[config.mk]
export PLATFORM = sky130hd
export DESIGN_NAME = fcmp_pipe
export DESIGN_NICKNAME = d
export VERILOG_FILES = /design/src/rtl/fcmp_pipe.sv
export SDC_FILE = /design/constraint.sdc
export NUM_CORES = 1
export LEC_CHECK = 0
export ABC_AREA = 1
export BUFFER_PORTS_ARGS = -buffer_cell sky130_fd_sc_hd__buf_2
export CAP_MARGIN = 10
export CORE_MARGIN = 8
export CORE_UTILIZATION = 47
export DETAILED_ROUTE_END_ITERATION = 8
export GPL_TIMING_DRIVEN = 0
export PLACE_DENSITY = 0.69
export SLEW_MARGIN = 20
export SYNTH_ARGS = -nofsm -noshare
export SYNTH_HDL_FRONTEND = slang
export SYNTH_SLANG_ARGS = --single-unit
[constraint.sdc]
create_clock -name i_clk -period 1.7 [get_ports i_clk]
set_clock_uncertainty 0.05 [all_clocks]
set_input_delay 0.34 -clock i_clk [delete_from_list [all_inputs] [get_ports i_clk]]
set_output_delay 0.34 -clock i_clk [all_outputs]
set_load 0.01 [all_outputs]
[src/rtl/fcmp_pipe.sv]
// rtl/fcmp_pipe.sv - pipelined floating-point compare/classify unit
// Stage 1 classifies operands, shift stages carry them, final stage decides.
module fcmp_pipe #(
  parameter int EXP_W   = 8,
  parameter int MAN_W   = 23,
  parameter int LATENCY = 2
) (
  input  logic                   i_clk,
  input  logic                   i_rst_n,
  input  logic                   i_start,
  input  logic [2:0]             i_mode,
  input  logic [EXP_W+MAN_W:0]   i_op_a,
  input  logic [EXP_W+MAN_W:0]   i_op_b,
  output logic                   o_result,
  output logic                   o_unordered,
  output logic                   o_ready,
  output logic                   o_busy
);

  localparam int M_W = EXP_W + MAN_W;

  localparam logic [2:0] MODE_ISPOS  = 3'b000;
  localparam logic [2:0] MODE_ISNEG  = 3'b001;
  localparam logic [2:0] MODE_ISZERO = 3'b010;
  localparam logic [2:0] MODE_EQ     = 3'b011;
  localparam logic [2:0] MODE_LT     = 3'b100;
  localparam logic [2:0] MODE_LE     = 3'b101;
  localparam logic [2:0] MODE_ISNAN  = 3'b110;

  typedef struct packed {
    logic [2:0]     mode;
    logic           a_sign;
    logic           a_zero;
    logic           a_nan;
    logic [M_W-1:0] a_mag;
    logic           b_sign;
    logic           b_zero;
    logic           b_nan;
    logic [M_W-1:0] b_mag;
  } stage_t;

  stage_t             w_cls;
  stage_t             w_fin;
  stage_t             r_d [LATENCY];
  logic [LATENCY-1:0] r_v;
  logic               r_result;
  logic               r_unordered;
  logic               r_ready;

  always_comb begin
    w_cls        = '0;
    w_cls.mode   = i_mode;
    w_cls.a_sign = i_op_a[M_W];
    w_cls.a_zero = ~|i_op_a[M_W-1:MAN_W];
    w_cls.a_nan  = (&i_op_a[M_W-1:MAN_W]) & (|i_op_a[MAN_W-1:0]);
    w_cls.a_mag  = i_op_a[M_W-1:0];
    w_cls.b_sign = i_op_b[M_W];
    w_cls.b_zero = ~|i_op_b[M_W-1:MAN_W];
    w_cls.b_nan  = (&i_op_b[M_W-1:MAN_W]) & (|i_op_b[MAN_W-1:0]);
    w_cls.b_mag  = i_op_b[M_W-1:0];
  end

  always_ff @(posedge i_clk or negedge i_rst_n) begin
    if (!i_rst_n) begin
      r_v <= '0;
      for (int k = 0; k < LATENCY; k++) r_d[k] <= '0;
    end else begin
      r_v[0] <= i_start;
      if (i_start) r_d[0] <= w_cls;
      for (int k = 1; k < LATENCY; k++) begin
        r_v[k] <= r_v[k-1];
        r_d[k] <= r_d[k-1];
      end
    end
  end

  assign w_fin = r_d[LATENCY-1];

  logic w_mag_lt;
  logic w_mag_eq;
  logic w_eq;
  logic w_lt;
  logic w_any_nan;
  logic w_res;
  logic w_unord;

  assign w_mag_lt  = w_fin.a_mag < w_fin.b_mag;
  assign w_mag_eq  = w_fin.a_mag == w_fin.b_mag;
  assign w_any_nan = w_fin.a_nan | w_fin.b_nan;

  // Zeros (including flushed denormals) are signless and sit between the two signs.
  always_comb begin
    w_eq = (w_fin.a_zero & w_fin.b_zero) |
           (~w_fin.a_zero & ~w_fin.b_zero & (w_fin.a_sign == w_fin.b_sign) & w_mag_eq);
    w_lt = 1'b0;
    if (w_fin.a_zero && w_fin.b_zero)  w_lt = 1'b0;
    else if (w_fin.a_zero)             w_lt = ~w_fin.b_sign;
    else if (w_fin.b_zero)             w_lt = w_fin.a_sign;
    else if (w_fin.a_sign != w_fin.b_sign) w_lt = w_fin.a_sign;
    else if (w_fin.a_sign)             w_lt = ~w_mag_lt & ~w_mag_eq;
    else                               w_lt = w_mag_lt;
  end

  always_comb begin
    w_res   = 1'b0;
    w_unord = 1'b0;
    case (w_fin.mode)
      MODE_ISPOS: begin
        w_unord = w_fin.a_nan;
        w_res   = ~w_fin.a_nan & ~w_fin.a_zero & ~w_fin.a_sign;
      end
      MODE_ISNEG: begin
        w_unord = w_fin.a_nan;
        w_res   = ~w_fin.a_nan & ~w_fin.a_zero & w_fin.a_sign;
      end
      MODE_ISZERO: begin
        w_unord = w_fin.a_nan;
        w_res   = w_fin.a_zero;
      end
      MODE_EQ: begin
        w_unord = w_any_nan;
        w_res   = ~w_any_nan & w_eq;
      end
      MODE_LT: begin
        w_unord = w_any_nan;
        w_res   = ~w_any_nan & w_lt;
      end
      MODE_LE: begin
        w_unord = w_any_nan;
        w_res   = ~w_any_nan & (w_lt | w_eq);
      end
      MODE_ISNAN: w_res = w_fin.a_nan;
      default:    w_unord = 1'b1;
    endcase
  end

  always_ff @(posedge i_clk or negedge i_rst_n) begin
    if (!i_rst_n) begin
      r_ready     <= 1'b0;
      r_result    <= 1'b0;
      r_unordered <= 1'b0;
    end else begin
      r_ready <= r_v[LATENCY-1];
      if (r_v[LATENCY-1]) begin
        r_result    <= w_res;
        r_unordered <= w_unord;
      end
    end
  end

  assign o_result    = r_result;
  assign o_unordered = r_unordered;
  assign o_ready     = r_ready;
  assign o_busy      = |r_v;

endmodule

Word level (Yosys, flattened, before mapping)
Cells that the tools add are included.

cells by class
  mux-type cells = 7
  eq/ne operators = 9
  reductions and logical operators = 13
  magnitude comparators = 1
  bitwise operators = 24

operators with widths
  operator                                                          count
  23-bit OR reduction                                               2
  31-bit == test                                                    1
  31-bit less-than comparator                                       1
  8-bit AND reduction                                               2
  8-bit OR reduction                                                2
  1-bit bitwise AND                                                 13
  3-bit == test (second input constant)                             3
  1-bit NOT                                                         8
  1-bit one-hot mux with 7 select lines                             1
  3-bit by 2-bit == test with 1-bit output (second input constant)  2
  3-bit OR reduction                                                2
  1-bit two-way mux                                                 5
  3-bit by 1-bit == test with 1-bit output (second input constant)  1
  3-bit zero test                                                   1
  1-bit OR                                                          3
  1-bit one-hot mux with 3 select lines                             1
  1-bit zero test                                                   2
  2-bit OR reduction                                                1
  1-bit == test                                                     1
  1-bit logical AND                                                 1
  1-bit inequality test                                             1

word-level totals
  output and inout bits = 4
  bits of input ports = 70
  flip-flop bits (word level) = 147

Depth between registers and ports, before layout
Gate-level depths: netlist of the first run.

  word-level depth = 11
  mapped depth = 19
  gate-level depth less buffers = 19

Least setup slack after synthesis of the first run
No wires, ideal clock.

  kind = reg-to-reg
  start point = register r_d[30] (netlist name)
  end point = register r_result, in the netlist o_result
  data required time = 1.533 ns
  setup time = 0.117 ns
  buffers on the path = 0
  path slack = 0.058 ns
  arrival = 1.476 ns
  stages on the path, launching flop included = 16
  period minus slack after synthesis = 1.642 ns
  cell sequence = dfrtp_1 -> inv_1 -> ha_1 -> a21o_1 -> nor2_1 -> nand2_1 -> a21oi_1 -> nand2_1 -> nand2_1 -> nand2_1 -> nand2_1 -> nand2_1 -> nand2_1 -> nand2_1 -> nand2_1 -> nand2_1

between the ends
  cells in the longest elaborated chain, start to end = 11
  elaborated cells on any way between the ends = 17
  those cells by class = order compare: 1; eq/ne: 1; mux: 6; bitwise: 9

ends and longest elaborated chain
  element                                                        RTL line  RTL
  start: declaration                                             44        stage_t r_d [LATENCY];
  start signal: indexed assignment                               72        r_d[k] <= r_d[k-1];
  31-bit less-than comparator or 31-bit == test (tied branches)  87, 88
  1-bit NOT                                                      100       else if (w_fin.a_sign) w_lt = ~w_mag_lt & ~w_mag_eq;
  1-bit bitwise AND                                              100
  1-bit two-way mux                                              100
  1-bit two-way mux                                              99        else if (w_fin.a_sign != w_fin.b_sign) w_lt = w_fin.a_sign;
  1-bit two-way mux                                              98        else if (w_fin.b_zero) w_lt = w_fin.a_sign;
  1-bit two-way mux                                              97        else if (w_fin.a_zero) w_lt = ~w_fin.b_sign;
  1-bit two-way mux                                              96        if (w_fin.a_zero && w_fin.b_zero) w_lt = 1'b0;
  1-bit OR                                                       130       w_res = ~w_any_nan & (w_lt | w_eq);
  1-bit bitwise AND                                              130
  1-bit one-hot mux with 7 select lines (*)                      107       case (w_fin.mode)
  end signal: assignment                                         145       r_result <= w_res;
  end: declaration                                               46        logic r_result;

Mark *: on every way between the ends. The rest lies on a longest branch, timed or not.
A chain may end at the register's enable or synchronous reset.

Worst setup path in the final report of the first run
  start point = register r_d[46] (netlist name)
  end point = register r_result, in the netlist o_result

Same word-level chain as after synthesis.

==> results of run 1 <==
[Yosys cell counts (all sizes together)]
master	n	area [sq um]
clkinv	1	3.75
nor2	26	113
a31oi	1	6.26
o22ai	1	6.26
dfrtp	147	3680
inv	73	274
o31ai	1	7.51
o41ai	1	8.76
nor3	6	30.0
buf	5	23.8
o311ai	1	8.76
nand3	10	55.1
a21oi	13	65.1
ha	31	388
clkbuf	9	33.8
nor4	8	50.1
nand2	225	847
nand4	9	62.6
o21ai	23	115
a211oi	1	7.51
a22o	1	8.76
a32o	1	10.0
or2	1	6.26
a21o	2	15.0
[kinds of logic after synthesis]
group                    after synthesis  share of synthesized area, %
AND/OR/NAND/NOR                      285                          20.0
flip-flops                           147                          63.2
adder cells (fa/ha/maj)               31                          6.66
AO/OA/AOI/OAI                         46                          4.45
buffers and inverters                 88                          5.76
[state kept, by name, summed over array words and instances, names as in the netlist]
name         flops
o_ready          1
o_result         1
o_unordered      1
r_d            142
r_v              2
[worst max-delay path, stage by stage, from the launching register on]
cell     delay, ns
dfrtp_1       0.41
ha_4          0.29
nand2_2       0.06
nor2_4        0.17
nand3_4       0.12
nor2_2        0.15
nand3_1       0.10
nand3_1       0.09
nand3_1       0.11
inv_1         0.08
nand2_1       0.05
nand2_1       0.07
nand2_1       0.06
nand2_1       0.05
[metal layers]
layer,part of all wire [%],wire length [um]
met1,41,5460
met2,53,6980
met3,3.5,457
met4,2.3,301
met5,0,0
[power by group]
part	switching, mW	total (mW)	internal (mW)	leakage, nW
Clock	1.40	3.77	2.36	0.291
Combinational	0.572	0.930	0.358	1.69
Sequential	0.142	3.93	3.79	1.80
Total	2.12	8.63	6.51	3.78
[cell type report]
| type | instances | area share [%] |
|---|---|---|
| inverters | 74 | 3.85 |
| clock buffers | 22 | 6.86 |
| flip-flops and latches | 147 | 51.0 |
| multi-input cells | 362 | 27.0 |
| repair buffers | 76 | 5.83 |
| clock inverters | 10 | 1.68 |
| plain buffers | 14 | 0.799 |
| well taps | 168 | 2.92 |
[worst paths after layout]
check | from | endpoint | slack, ns | cells after the start
max | r_d[46]$_DFF_PN0_ | o_result$_DFFE_PN0P_ | -0.25 | 13
min reg2reg | r_d[96]$_DFFE_PN0P_ | r_d[25]$_DFF_PN0_ | 0.32 | 0
min in group asynchronous | i_rst_n | r_d[117]$_DFFE_PN0P_ | 0.39 | 2
min | i_mode[0] | r_d[139]$_DFFE_PN0P_ | 0.07 | 3
max reg2reg | r_d[46]$_DFF_PN0_ | o_result$_DFFE_PN0P_ | -0.25 | 13
max in group asynchronous | i_rst_n | r_d[104]$_DFFE_PN0P_ | 0.47 | 3
[per-stage QoR]
step                      std cells  hold slack [ns]  total power, mW
final                           873           0.0734             8.63
after global routing            873           0.0799             9.00
after CTS                       872           0.0626             8.60
after detailed placement        839            0.273             4.82
after global placement          838            0.306             4.75
after floorplan                 597         -0.00559             4.44
[timing repair]
| action | 4_1_cts | 5_1_grt |
|---|---|---|
| pin swaps | 1 | 8 |
| hold buffers | 1 | 0 |
| endpoints found under the setup margin | 1 | 2 |
| gates resized for setup | 7 | 19 |
| setup buffers | 0 | 1 |
| endpoints found under the hold margin | 68 | 0 |
==> impl_metrics.yaml, run 1 <==
cells_and_area:
  syn2layout_area_growth_pct: 23.7
  stdcell_area_sq_um: 7210
  final_util_pct: 59.8
  final_cell_mix: "216 x nand2_1, 147 x dfrtp_1, 76 x buf_2"
  n_fill_cell: 973
  layout-drive-gt1-share_pct: 20.3
  multi_input_area_sq_um: 1950
  final_common_cell: "nand2_1"
  num_antenna_cells: 0
  regArea_sq_um: 3680
  final_nets: 793
floorplanning:
  dieWidth_um: 127
  fp-row-count: 40
  core-area_sq_um: 12100
  start_util_pct: 48.3
  die_area_sq_um: 16200
  io_pins: 74
  die_y_um: 127
route:
  drc: 0
  drt-total-wl_um: 13200
  drt_iter0_drc: 278
  dr.pass1.iters: 5
  dr_total_vias: 4267
  avgRoutedWirePerCell_um: 15.1
  ant_nets: 0
  vias_per_cell: 4.89
placed_design:
  dp_hpwl_um: 9390
  pre_cts_ws_ns: -0.302
  gp_congestion: 0.820
  port-buffer-count: 73
  place_area_sq_um: 6440
setup_path:
  crit_arrival_ns: 2.25
  critPathRequiredTime_ns: 2.00
  worst-setup-path-type: "flop to flop"
  critPathMaxFanout: 2
  end_kind: "flop"
  cp-start-kind: "flop"
clock_network:
  cts_buffers: 17
  cts.sinks: 147
  tritoncts: "built"
  clock-root-buffer: "clkbuf_16"
  htreeDepth: 4
  worst_skew_pair.late_latency_ns: 0.42
  clock_path_buffers: 2
  clk_pin_slew_worst_paths_ns: 0.06
synthesis:
  yosys.cell_types.count: 31
  syn-num-nets: 698
  synthCells: 597
  seq_area_frac_synth_pct: 63.2
  avgSynthCellArea_sq_um: 9.76
  ys_ff_latch: 147
  syn_area_sq_um: 5820
  yosysWarnings: 0
global_route:
  grt_max_degree: 80
  top_usage_layer: "met2"
  antenna_found_initial: 0
  grt_pass1_wl_um: 21600
  use_met3_pct: 4.08
  grtUsageMet2_pct: 29.9
  grt_usage_pct: 17.2
  grtUsageMet1_pct: 19.9
  gr-total-overflow: 0
  grt_pass1_vias: 4492
power_and_ir_drop:
  power.leakage_nw: 3.78
  ir_drop_v: 0.000543
  powerDensity_nw_per_um2: 1200
timing:
  fin_crit_ns: 1.95
  hold_violations: 0
  fin_ws_ns: -0.247
  drv_slew: 0
  setup_viol: 1
  worstMarginPinSlew_ns: 0.590
  finalCritPeriodShare_pct: 115
  relSlewSlack_pct: 60.6
  fmax_mhz: 513
  rsz0062_at_grt: "yes"
  fin_setup_tns_ns: -0.247
run_status:
  status: "finished, violations left"
  violations: "setup timing"
job:
  cap_viol_max_count: 0
min_path:
  hp-class: "primary input to flop"
Note: power is estimated with default switching activity, not from simulation.
==> inputs of run 2 (changes only) <==
--- a/constraint.sdc
+++ b/constraint.sdc
@@ -3,3 +3,3 @@
 set_input_delay 0.34 -clock i_clk [delete_from_list [all_inputs] [get_ports i_clk]]
 set_output_delay 0.34 -clock i_clk [all_outputs]
-set_load 0.01 [all_outputs]
+set_load 0.05 [all_outputs]
==> run 2 against run 1 <==
Against the previous run: count of clock-buffer cells in the layout stayed put; clock power hardly changed; first-iteration DRC count is 6.8% higher; worst hold slack hardly changed; non-clock buffer count stayed put; power is 0.10% higher; sequential power hardly changed; flip-flop and latch count stayed put; combinational power is 1% higher; routed wire length is 0.57% lower; die area stayed put; register-to-register slack hardly changed; the flow still finishes with violations (setup timing).
==> impl_metrics.yaml, run 2 (synthesis gave the netlist of run 1 again) <==
run_status:
  status: "finished, violations left"
  violations: "setup timing"
route:
  avgRoutedWirePerCell_um: 15.0
  dr_total_vias: 4245
  drt-total-wl_um: 13100
  drc: 0
  drt_iter0_drc: 297
  dr.pass1.iters: 5
  ant_nets: 0
  vias_per_cell: 4.86
cells_and_area:
  num_antenna_cells: 0
  final_cell_mix: "217 x nand2_1, 147 x dfrtp_1, 75 x buf_2"
  largest_reg_flops: 142
  final_util_pct: 59.5
  top_register: "r_d"
  layout-drive-gt1-share_pct: 19.6
  top_regs: "r_d x142, r_v x2"
  stdcell_area_sq_um: 7180
  syn2layout_area_growth_pct: 23.3
  final_cells: 873
  final_common_cell: "nand2_1"
  final_nets: 793
placed_design:
  dp.cells: 839
  place_area_sq_um: 6440
  port-buffer-count: 73
  gp_congestion: 0.820
  dp_hpwl_um: 9390
setup_path:
  critPathRequiredTime_ns: 1.96
  crit_path_top_delay_cell: "dfrtp_1"
  r2r_slack_ns: -0.23
  end_kind: "flop"
  cp-start-kind: "flop"
  cpMostUsedCell: "nand2_1"
  worstPathCellList: "ha_4, nand2_2, nor2_4, nand3_4, clkinv_1, nand2_1, nand2_2, nand2_2, nand3_1, nand2_1, nand2_1, nand2_1, nand2_1, nand2_1, nand2_1, nand2_1"
  worst_r2r_path_depth: 16
  crit_arrival_ns: 2.19
  r2r-end: "o_result$_DFFE_PN0P_"
  rr_startpoint: "r_d[48]$_DFF_PN0_"
  worst-setup-path-type: "flop to flop"
  max_stage_delay_ns: 0.40
  crit_family: "simple AND/OR/NAND/NOR gates"
  critPathBufInv: 1
  critPathMaxFanout: 2
clock_network:
  clk_pin_slew_worst_paths_ns: 0.06
  htreeDepth: 4
  clock-root-buffer: "clkbuf_16"
  tritoncts: "built"
  worst_skew_pair.late_latency_ns: 0.41
  clock_path_buffers: 2
  cts_buffers: 17
  cts.sinks: 147
global_route:
  grt_usage_pct: 17.2
  gr-total-overflow: 0
  antenna_found_initial: 0
  grt_max_degree: 80
  grt_pass1_wl_um: 21600
  grt_pass1_vias: 4500
timing:
  setup_viol: 1
  worstMarginPinSlew_ns: 0.624
  drv_slew: 0
  finalCritPeriodShare_pct: 114
  hold_slack_ns: 0.0738
  fin_crit_ns: 1.93
  fin_ws_ns: -0.233
  relSlewSlack_pct: 58.4
  fmax_mhz: 517
  rsz0062_at_grt: "yes"
  hold_violations: 0
floorplanning:
  fp-row-count: 40
  io_pins: 74
  dieWidth_um: 127
  start_util_pct: 48.3
  core-area_sq_um: 12100
  die_area_sq_um: 16200
  die_y_um: 127
job:
  cap_viol_max_count: 0
power_and_ir_drop:
  powerDensity_nw_per_um2: 1200
  ir_drop_v: 0.000557
  power.leakage_nw: 3.79
min_path:
  hp-class: "primary input to flop"
  worstHoldEndpoint: "r_d[139]$_DFFE_PN0P_"
  hold_depth: 3
  hp-start: "i_mode[0]"
run 2: through the flow:
step	power (mW)	setup TNS, ns	setup WS (ns)
finish	8.64	-0.233	-0.233
global route	9.00	-0.380	-0.380
CTS	8.62	-0.239	-0.239
detailed placement	4.84	-0.490	-0.302
global placement	4.78	-247.61	-1.69
floorplan	4.46	0	0.0566
run 2: routing by layer:
metal	up-vias	track usage (%)	share of wire (%)	wire length, um
li1	2068	-	-	-
met1	2056	19.9	41	5380
met2	97	29.9	52	6870
met3	24	4.08	4.1	541
met4	0	7.35	2.5	331
met5	-	0	0	0
run 2: cell type report:
class	count	area, sq um
fill	973	4880
clock buffer	22	494
multi-input combinational	362	1920
timing repair buffer	76	427
clock inverter	10	121
inverter	74	278
tap	168	210
buffer	14	57.6
sequential	147	3680
run 2: timing repair:
item | in CTS | in global routing
cloned | 0 | 0
resized for setup | 7 | 16
hold buffers | 1 | 0
setup endpoints to repair | 2 | 2
hold endpoints to repair | 68 | 0
pin swaps | 1 | 3
buffers inserted | 1 | 0
run 2: worst register-to-register path, delay by kind of cell (launching register included):
family                     cells  cell delay (ns)
and+or+nand+nor               14             1.04
DFF                            1             0.40
adders and majority gates      1             0.29
buffers and inverters          1             0.06
run 2: worst max path at each step:
stage               cells past startpoint         startpoint              endpoint
global route                           18  r_d[17]$_DFF_PN0_  o_result$_DFFE_PN0P_
global placement                        1            i_rst_n  o_result$_DFFE_PN0P_
CTS                                    15  r_d[48]$_DFF_PN0_  o_result$_DFFE_PN0P_
floorplan                              15  r_d[30]$_DFF_PN0_  o_result$_DFFE_PN0P_
finish                                 16  r_d[48]$_DFF_PN0_  o_result$_DFFE_PN0P_
detailed placement                     18  r_d[13]$_DFF_PN0_  o_result$_DFFE_PN0P_
run 2: power breakdown:
| part | internal [mW] | switching [mW] |
|---|---|---|
| Combinational | 0.349 | 0.591 |
| Sequential | 3.79 | 0.138 |
| Clock | 2.36 | 1.41 |
| Total | 6.50 | 2.14 |
